**config.mk**
```make
export PLATFORM = sky130hd
export DESIGN_NAME = mem_rr_arbiter
export DESIGN_NICKNAME = d
export VERILOG_FILES = /design/src/rtl/mem_rr_arbiter_pkg.sv /design/src/rtl/mem_rr_arbiter_rr_picker.sv /design/src/rtl/mem_rr_arbiter.sv
export SDC_FILE = /design/constraint.sdc
export NUM_CORES = 1
export LEC_CHECK = 0
export ABC_AREA = 1
export BUFFER_PORTS_ARGS = -buffer_cell sky130_fd_sc_hd__buf_2
export CAP_MARGIN = 20
export CORE_AREA = 2 2 203 205
export CTS_BUF_LIST = sky130_fd_sc_hd__clkbuf_4
export DETAILED_ROUTE_END_ITERATION = 8
export DIE_AREA = 0 0 205 207
export GPL_ROUTABILITY_DRIVEN = 0
export HOLD_SLACK_MARGIN = 0.02
export PLACE_DENSITY = 0.57
export SETUP_SLACK_MARGIN = 0.4
export SLEW_MARGIN = 20
export SYNTH_ARGS = -nofsm -noshare
export SYNTH_HDL_FRONTEND = slang
export SYNTH_SLANG_ARGS = --single-unit
```
**constraint.sdc**
```tcl
create_clock -name clk -period 2.2 [get_ports clk]
set_input_delay 0.44 -clock clk [delete_from_list [all_inputs] [get_ports clk]]
set_output_delay 0.44 -clock clk [all_outputs]
set_load 0.1 [all_outputs]
```
**src/rtl/mem_rr_arbiter_pkg.sv**
```systemverilog
// Shared types and constants for the round-robin memory arbiter and its picker.
// The bus widths match the existing mem interface address and data buses.
package mem_rr_arbiter_pkg;
  localparam int ADDR_W      = 32;
  localparam int DATA_W      = 32;
  localparam int WIDTH_W     = 4;
  localparam int ARB_REQ_NUM = 4;

  typedef enum logic [1:0] {
    ARB_IDLE    = 2'd0,
    ARB_ISSUE   = 2'd1,
    ARB_RELEASE = 2'd2
  } arb_state_t;

  // Wraps at n rather than at a power of two, so non-power-of-two requester counts rotate correctly.
  function automatic int ptr_wrap_inc(input int idx, input int n);
    return (idx + 1 >= n) ? 0 : idx + 1;
  endfunction
endpackage

```
**src/rtl/mem_rr_arbiter_rr_picker.sv**
```systemverilog
// Combinational round-robin picker: returns the first asserted request at or after ptr, wrapping.
// Kept generic so other arbiters can reuse it.
module rr_picker
  import mem_rr_arbiter_pkg::*;
#(
  parameter int REQ_NUM = ARB_REQ_NUM,
  parameter int ID_W    = $clog2(REQ_NUM)
) (
  input  logic [REQ_NUM-1:0] req,
  input  logic [ID_W-1:0]    ptr,
  output logic               valid,
  output logic [ID_W-1:0]    grant
);

  logic [ID_W-1:0]    cand_idx [REQ_NUM];
  logic [REQ_NUM-1:0] cand_req;

  // Slot gi is the requester gi positions after ptr in rotation order.
  generate
    for (genvar gi = 0; gi < REQ_NUM; gi++) begin : g_cand
      assign cand_idx[gi] = ID_W'((int'(ptr) + gi) % REQ_NUM);
      assign cand_req[gi] = req[cand_idx[gi]];
    end
  endgenerate

  always_comb begin
    valid = 1'b0;
    grant = '0;
    for (int i = REQ_NUM - 1; i >= 0; i--) begin
      if (cand_req[i]) begin
        valid = 1'b1;
        grant = cand_idx[i];
      end
    end
  end

endmodule

```
**src/rtl/mem_rr_arbiter.sv**
```systemverilog
// Round-robin arbiter sharing one mem word-access port among REQ_NUM requesters.
// Exactly one downstream transaction is in flight; a dead cycle follows each completion.
module mem_rr_arbiter
  import mem_rr_arbiter_pkg::*;
#(
  parameter int REQ_NUM = ARB_REQ_NUM,
  parameter int ID_W    = $clog2(REQ_NUM)
) (
  input  logic               clk,
  input  logic               rst,
  input  logic [REQ_NUM-1:0] req_ce_i,
  input  logic [REQ_NUM-1:0] req_we_i,
  input  logic [ADDR_W-1:0]  req_addr_i  [0:REQ_NUM-1],
  input  logic [WIDTH_W-1:0] req_width_i [0:REQ_NUM-1],
  input  logic [DATA_W-1:0]  req_data_i  [0:REQ_NUM-1],
  output logic [DATA_W-1:0]  req_data_o  [0:REQ_NUM-1],
  output logic [REQ_NUM-1:0] req_ready_o,
  output logic               mem_ce_o,
  output logic               mem_we_o,
  output logic [ADDR_W-1:0]  mem_addr_o,
  output logic [WIDTH_W-1:0] mem_width_o,
  output logic [DATA_W-1:0]  mem_data_o,
  input  logic [DATA_W-1:0]  mem_data_i,
  input  logic               mem_ready_i,
  output logic               busy_o,
  output logic [ID_W-1:0]    grant_id_o
);

  arb_state_t state_reg, state_next;

  logic [ID_W-1:0]    ptr_reg;
  logic [ID_W-1:0]    grant_reg;
  logic               mem_ce_reg;
  logic               mem_we_reg;
  logic [ADDR_W-1:0]  mem_addr_reg;
  logic [WIDTH_W-1:0] mem_width_reg;
  logic [DATA_W-1:0]  mem_data_reg;
  logic [REQ_NUM-1:0] req_ready_reg;

  logic               pick_valid;
  logic [ID_W-1:0]    pick_id;
  logic               issue_en;
  logic               done_en;

  rr_picker #(
    .REQ_NUM(REQ_NUM),
    .ID_W   (ID_W)
  ) u_picker (
    .req  (req_ce_i),
    .ptr  (ptr_reg),
    .valid(pick_valid),
    .grant(pick_id)
  );

  always_ff @(posedge clk) begin
    if (rst) begin
      state_reg <= ARB_IDLE;
    end else begin
      state_reg <= state_next;
    end
  end

  always_comb begin
    state_next = state_reg;
    issue_en   = 1'b0;
    done_en    = 1'b0;
    unique case (state_reg)
      ARB_IDLE: begin
        if (pick_valid) begin
          issue_en   = 1'b1;
          state_next = ARB_ISSUE;
        end
      end
      ARB_ISSUE: begin
        if (mem_ready_i) begin
          done_en    = 1'b1;
          state_next = ARB_RELEASE;
        end
      end
      ARB_RELEASE: state_next = ARB_IDLE;
      default:     state_next = ARB_IDLE;
    endcase
  end

  // Request fields are captured once at grant, so requesters may change them during ISSUE.
  always_ff @(posedge clk) begin
    if (rst) begin
      ptr_reg       <= '0;
      grant_reg     <= '0;
      mem_ce_reg    <= 1'b0;
      mem_we_reg    <= 1'b0;
      mem_addr_reg  <= '0;
      mem_width_reg <= '0;
      mem_data_reg  <= '0;
      req_ready_reg <= '0;
    end else begin
      req_ready_reg <= '0;
      if (issue_en) begin
        grant_reg     <= pick_id;
        mem_ce_reg    <= 1'b1;
        mem_we_reg    <= req_we_i[pick_id];
        mem_addr_reg  <= req_addr_i[pick_id];
        mem_width_reg <= req_width_i[pick_id];
        mem_data_reg  <= req_data_i[pick_id];
      end
      if (done_en) begin
        mem_ce_reg               <= 1'b0;
        req_ready_reg[grant_reg] <= 1'b1;
        ptr_reg                  <= ID_W'(ptr_wrap_inc(int'(grant_reg), REQ_NUM));
      end
    end
  end

  // Each requester's read data holds until its own next completion; writes return zero.
  generate
    for (genvar gi = 0; gi < REQ_NUM; gi++) begin : g_rdata
      logic [DATA_W-1:0] data_reg;
      always_ff @(posedge clk) begin
        if (rst) begin
          data_reg <= '0;
        end else if (done_en && (grant_reg == ID_W'(gi))) begin
          data_reg <= mem_we_reg ? '0 : mem_data_i;
        end
      end
      assign req_data_o[gi] = data_reg;
    end
  endgenerate

  assign req_ready_o = req_ready_reg;
  assign mem_ce_o    = mem_ce_reg;
  assign mem_we_o    = mem_we_reg;
  assign mem_addr_o  = mem_addr_reg;
  assign mem_width_o = mem_width_reg;
  assign mem_data_o  = mem_data_reg;
  assign busy_o      = (state_reg != ARB_IDLE);
  assign grant_id_o  = grant_reg;

endmodule

```
---- After elaboration in Yosys (flattened, before gate mapping) ----
Cells that the tools add are included.
Widths: inputs -> output; s select.
cells by class
  add/sub/neg operators ................... 4
  multipliers ............................. 0
  div/mod/pow operators ................... 0
  order comparisons ....................... 9
  eq/ne operators ......................... 6
  shift-type cells ........................ 0
  muxes and demuxes ....................... 38
  bitwise operators ....................... 2
  reductions and logical operators ........ 11
operators with widths
  kind                 count
  $mux 32              5
  $bmux 32 s2          2
  $lt 2x3->1 const B   6
  $mux 1               14
  $mux 2               7
  $bmux 1 s2           5
  $bmux 4 s2           1
  $mux 4               2
  $ge 3x3->1 const B   2
  $logic_and 1x1->1    5
  $add 2x2->2 const B  2
  $eq 2x1->1 const B   2
  $eq 2x2->1 const B   2
  $logic_not 2->1      2
  $ne 2x2->1 const B   2
  $pmux 2 s2           1
  $reduce_or 2->1      2
  $add 2x1->3 const B  1
  $not 2->3            1
  $add 2x1->2 const B  1
  $demux 1 s2          1
  $ge 2x1->1 const B   1
  $reduce_and 2->1     1
  $reduce_bool 2->1    1
  $not 1->1            1
word-level totals
  register bits ........................... 208
  latch bits .............................. 0
  bits in writable memories ............... 0
  bits in read-only memories .............. 0
  input port bits ......................... 315
  output and inout port bits .............. 205
  word-level logic and storage cells ...... 83
  memories ................................ 0

---- Depth between registers and ports, before layout ----
  depth in word-level cells ............... 11
  depth in mapped cells ................... 14
  mapped depth without buffers ............ 14

---- Hierarchy ----
From an unflattened synthesis, not the netlist that was laid out.
second synthesis, totals
  cell total of the unflattened synthesis .. 1,839
  area total of the unflattened synthesis .. 10,904.2 um2
modules (own cells, without submodules)
  module          times used  cells each  area each (um2)  sequential area each (um2)
  mem_rr_arbiter  1           1,793       10,691.5         4,164.0
  rr_picker       1           46          212.7            0.0

---- Least setup slack after synthesis ----
Ideal clock, no wire load.
  path type ............................... register to register
  start point ............................. reg grant_reg[1] (netlist: grant_id_o[1])
  end point ............................... reg g_rdata[1].data_reg[17]
  setup time .............................. 0.132 ns
  arrival ................................. 2.190 ns
  data required time ...................... 2.068 ns
  path slack .............................. -0.122 ns
  stages on the path, launching flop included .. 9
  buffers on the path ..................... 2
  clock period less this slack ............ 2.322 ns
  cell sequence ........................... dfxtp_1 > inv_1 > ha_1 > nand2_1 > inv_1 > clkbuf_1 > clkbuf_1 > o21ai_0 > a21oi_1
between the ends
  longest elaborated chain between the ends .. 2
RTL lines
  element                   RTL line               text
  start: declaration        mem_rr_arbiter.sv:32   logic [ID_W-1:0] grant_reg;
  start signal: assignment  mem_rr_arbiter.sv:99   grant_reg <= pick_id;
  $eq 2x1->1                mem_rr_arbiter.sv:121  end else if (done_en && (grant_reg == ID_W'(gi))) begin
  $logic_and 1x1->1         mem_rr_arbiter.sv:121
  end signal: assignment    mem_rr_arbiter.sv:122  data_reg <= mem_we_reg ? '0 : mem_data_i;
  end: declaration          mem_rr_arbiter.sv:117  logic [DATA_W-1:0] data_reg;
Every way passes these cells.
A chain may end at the register's enable or synchronous reset.

---- Worst setup path after layout ----
  start point ............................. reg ptr_reg[0]
  end point ............................... reg mem_data_reg[8] (netlist: mem_data_o[8])
between the ends
  longest elaborated chain between the ends .. 11
  elaborated cells on any way between the ends .. 25
  classes of those cells .................. 3 x add/sub; 21 x mux; 1 x bitwise
RTL lines
  element                                     RTL line                        text
  start: declaration                          mem_rr_arbiter.sv:31            logic [ID_W-1:0] ptr_reg;
  start signal: assignment                    mem_rr_arbiter.sv:109           ptr_reg <= ID_W'(ptr_wrap_inc(int'(grant_reg), REQ_NUM));
  $add 2x2->2                                 mem_rr_arbiter_rr_picker.sv:21  assign cand_idx[gi] = ID_W'((int'(ptr) + gi) % REQ_NUM);
  $bmux 1 s2                                  mem_rr_arbiter_rr_picker.sv:22  assign cand_req[gi] = req[cand_idx[gi]];
  $mux 1 (implied by the code)                mem_rr_arbiter_rr_picker.sv:22
  $mux 2 (4 in a row)                         mem_rr_arbiter_rr_picker.sv:30  if (cand_req[i]) begin
  $not 2->3 (implied by the code)             mem_rr_arbiter.sv:104           mem_data_reg <= req_data_i[pick_id];
  $bmux 32 s2                                 mem_rr_arbiter.sv:104
  $mux 32 (implied by the code) (2 in a row)  mem_rr_arbiter.sv:104
  end signal: assignment                      mem_rr_arbiter.sv:104
  end: declaration                            mem_rr_arbiter.sv:37            logic [DATA_W-1:0] mem_data_reg;
Parallel ways exist; a longest one is shown, timed or not. The select of a mux whose other input is x is not followed.

==> flow_metrics.env <==
export IMPL_status="finished with violations"
export IMPL_failed_checks="negative setup slack"
export IMPL_cts_tree="built"
export IMPL_ys_ff_latch=208
export IMPL_cp_startpoint="ptr_reg[0]$_SDFFE_PP0P_"
export IMPL_routed_wl_microns=52640
export IMPL_rows=74
export IMPL_first_pass_iters=5
export IMPL_r2r_end="mem_data_o[8]$_SDFFE_PP0P_"
export IMPL_drive_gt1_frac=0.4700
export IMPL_die_area_sq_um=42440
export IMPL_dieHeight_microns=207
export IMPL_final_common_cell="buf_2"
export IMPL_vdd_drop_max_v=0.0005748
export IMPL_final_cell_area_sq_um=19060
export IMPL_grt_max_degree=101
export IMPL_cts_max_level=2
export IMPL_r2r_slack_ns=-0.01
export IMPL_syn_cell_area_sq_um=9517
export IMPL_worstHoldPathCells=5
export IMPL_reg2reg_depth=13
export IMPL_yosys_area_top_type="dfxtp_1"
export IMPL_hold_start="req_data_i[66]"
export IMPL_finalNetCount=2416
export IMPL_fin_ws_ns=-0.01460
export IMPL_fmax_ghz=0.4515
export IMPL_ant_nets=0
export IMPL_startpoint_type="flip-flop"
export IMPL_vias_per_cell=5.054
export IMPL_finalMaxSlewViolations=0
export IMPL_crit_type="reg2reg"
export IMPL_critical_path_peak_fanout=6
export IMPL_fin_skew_ns=0.04441
export IMPL_syn_nets=1695
export IMPL_end_kind="flip-flop"
export IMPL_hp_class="in2reg"
export IMPL_drt_initial_drc_count=1171
export IMPL_grtUsageTotal=0.2237
export IMPL_yosysSeqAreaShare=0.4375
export IMPL_finalSetupTns_ns=-0.01460
export IMPL_finalSetupViolations=1
export IMPL_ys_types=24
export IMPL_syn2layout_area_growth_pct=100.3
export IMPL_initial_core_util=0.2357
export IMPL_fin_cells=2676
export IMPL_leakage_nw=8.778
export IMPL_avgSynthCellArea_sq_um=6.921
export IMPL_drc_errors=0
export IMPL_relSlewSlack=0.6536
export IMPL_hold_viol_final=0
export IMPL_insertion_delay_ns=0.76
export IMPL_cp_required_ns=2.84
export IMPL_clock_sinks=208
export IMPL_layout_common_cells="buf_2 (347), nand2_1 (273), a21oi_1 (185), nand3_1 (176), o21ai_0 (163)"
export IMPL_maxCapViolCount=0
export IMPL_cts_inserted_buffers=58
export IMPL_powerDensity_nw_per_um2=957.0
export IMPL_grt_pass1_wl_microns=74200
export IMPL_yosysTopAreaCellShare=0.4375
export IMPL_largest_reg_flops=128
export IMPL_dp_cells=2358
export IMPL_synthCells=1375
export IMPL_io_buffers=519
export IMPL_fin_crit_ns=2.215
export IMPL_dp_hpwl_microns=29860
export IMPL_vias=13520
export IMPL_cp_data_arrival_time_ns=2.85
export IMPL_placed_area_sq_um=12810
export IMPL_synthTopCellsByArea="dfxtp_1 (44%), nand3_1 (14%), nand2_1 (13%), a21oi_1 (11%), o21ai_0 (8.8%)"
export IMPL_die_w_microns=205
export IMPL_ioPinCount=520
export IMPL_r2r_start="ptr_reg[0]$_SDFFE_PP0P_"
export IMPL_place_ws_ns=-0.06500
export IMPL_final_util=0.4722
export IMPL_wl_per_cell_microns=19.67
export IMPL_antenna_found_initial=9
export IMPL_clk_pin_slew_ns=0.07
export IMPL_core_sq_um=40370
export IMPL_total_power_mw=18.24
export IMPL_worst_pin_slew_ns=0.5231
export IMPL_yosysWarnings=0
export IMPL_clockBufferDepth=3
export IMPL_final_period_utilization=1.007
export IMPL_grt_pass1_vias=13360
export IMPL_holdWs_ns=0.08697
export IMPL_rsz0062_at_grt="true"
export IMPL_overflow=0
export IMPL_root_buffer="clkbuf_4"
export IMPL_hold_end="mem_data_o[2]$_SDFFE_PP0P_"
## worst max-delay path, cell delays in order, from the launching register on
cell and delay [ns]:
dfxtp_4 0.37, buf_12 0.15, xnor2_4 0.16, nand2_2 0.11, nand3_4 0.11, nand3_4 0.15, buf_6 0.16, buf_4 0.12
buf_6 0.12, clkbuf_16 0.17, nand3_1 0.17, nand3_2 0.14, nand2_2 0.10, a21oi_2 0.05
## worst max-delay path by stage
stage / slack [ns] / endpoint / cells past startpoint
after floorplan: 0.44 / g_rdata[1].data_reg[17]$_SDFFE_PP0P_ / 8
after global placement: -0.01 / mem_addr_o[26]$_SDFFE_PP0P_ / 13
after detailed placement: -0.07 / mem_data_o[5]$_SDFFE_PP0P_ / 14
after CTS: 0.17 / mem_data_o[23] / 1
after global routing: -0.11 / mem_data_o[8]$_SDFFE_PP0P_ / 13
final: -0.01 / mem_data_o[8]$_SDFFE_PP0P_ / 13
## Yosys cell counts, drive strengths merged
cell type and instances:
a211oi 1, a31oi 1, nor3b 1, a21oi 200, dfxtp 208, inv 40
nand3b 1, buf 40, nor2 36, clkbuf 78, nand3 265, clkinv 1
nand2 327, xnor2 1, ha 5, o21ai 170
## layout make-up
cell class	instances	area (sq um)
clock inverters	12	56.30
flip-flops and latches	208	4315
fillers	3698	21310
repair buffers	777	7505
diodes	12	30.03
inverters	41	166.4
clock buffers	84	630.6
well taps	532	665.6
multi-input cells	1010	5692
## metal layers
layer  GRT usage  wire (microns)  vias up
li1            -               -     6179
met1      0.2540           19550     6262
met2      0.3762           25140      866
met3     0.06073            4698      215
met4      0.1265            3204        2
met5           0              40        -
## cell families (layout without fill, tap and decap cells)
family	after synthesis	after routing	synth area share
other cells	0	12	0
simple gates	630	632	0.2870
fa+ha+maj	5	5	0.006574
buf+inv	159	914	0.07192
compound gates	372	372	0.1960
flops	208	208	0.4375
xor+xnor	1	1	0.0009205
## where the power goes
group / leakage [nW] / internal (mW) / total, mW / switching (mW)
Sequential: 1.74 / 4.28 / 4.68 / 0.396
Clock: 0.412 / 1.73 / 3.42 / 1.69
Combinational: 6.63 / 3.59 / 10.1 / 6.56
## timing repair
action	4_1_cts	5_1_grt
gates resized for setup	568	320
pin swaps	73	47
endpoints found under the setup margin	276	298
endpoints found under the hold margin	160	0
hold buffers	140	0
cloned	25	8
setup buffers	31	6
No activity file was read; power rests on OpenSTA's default activity.
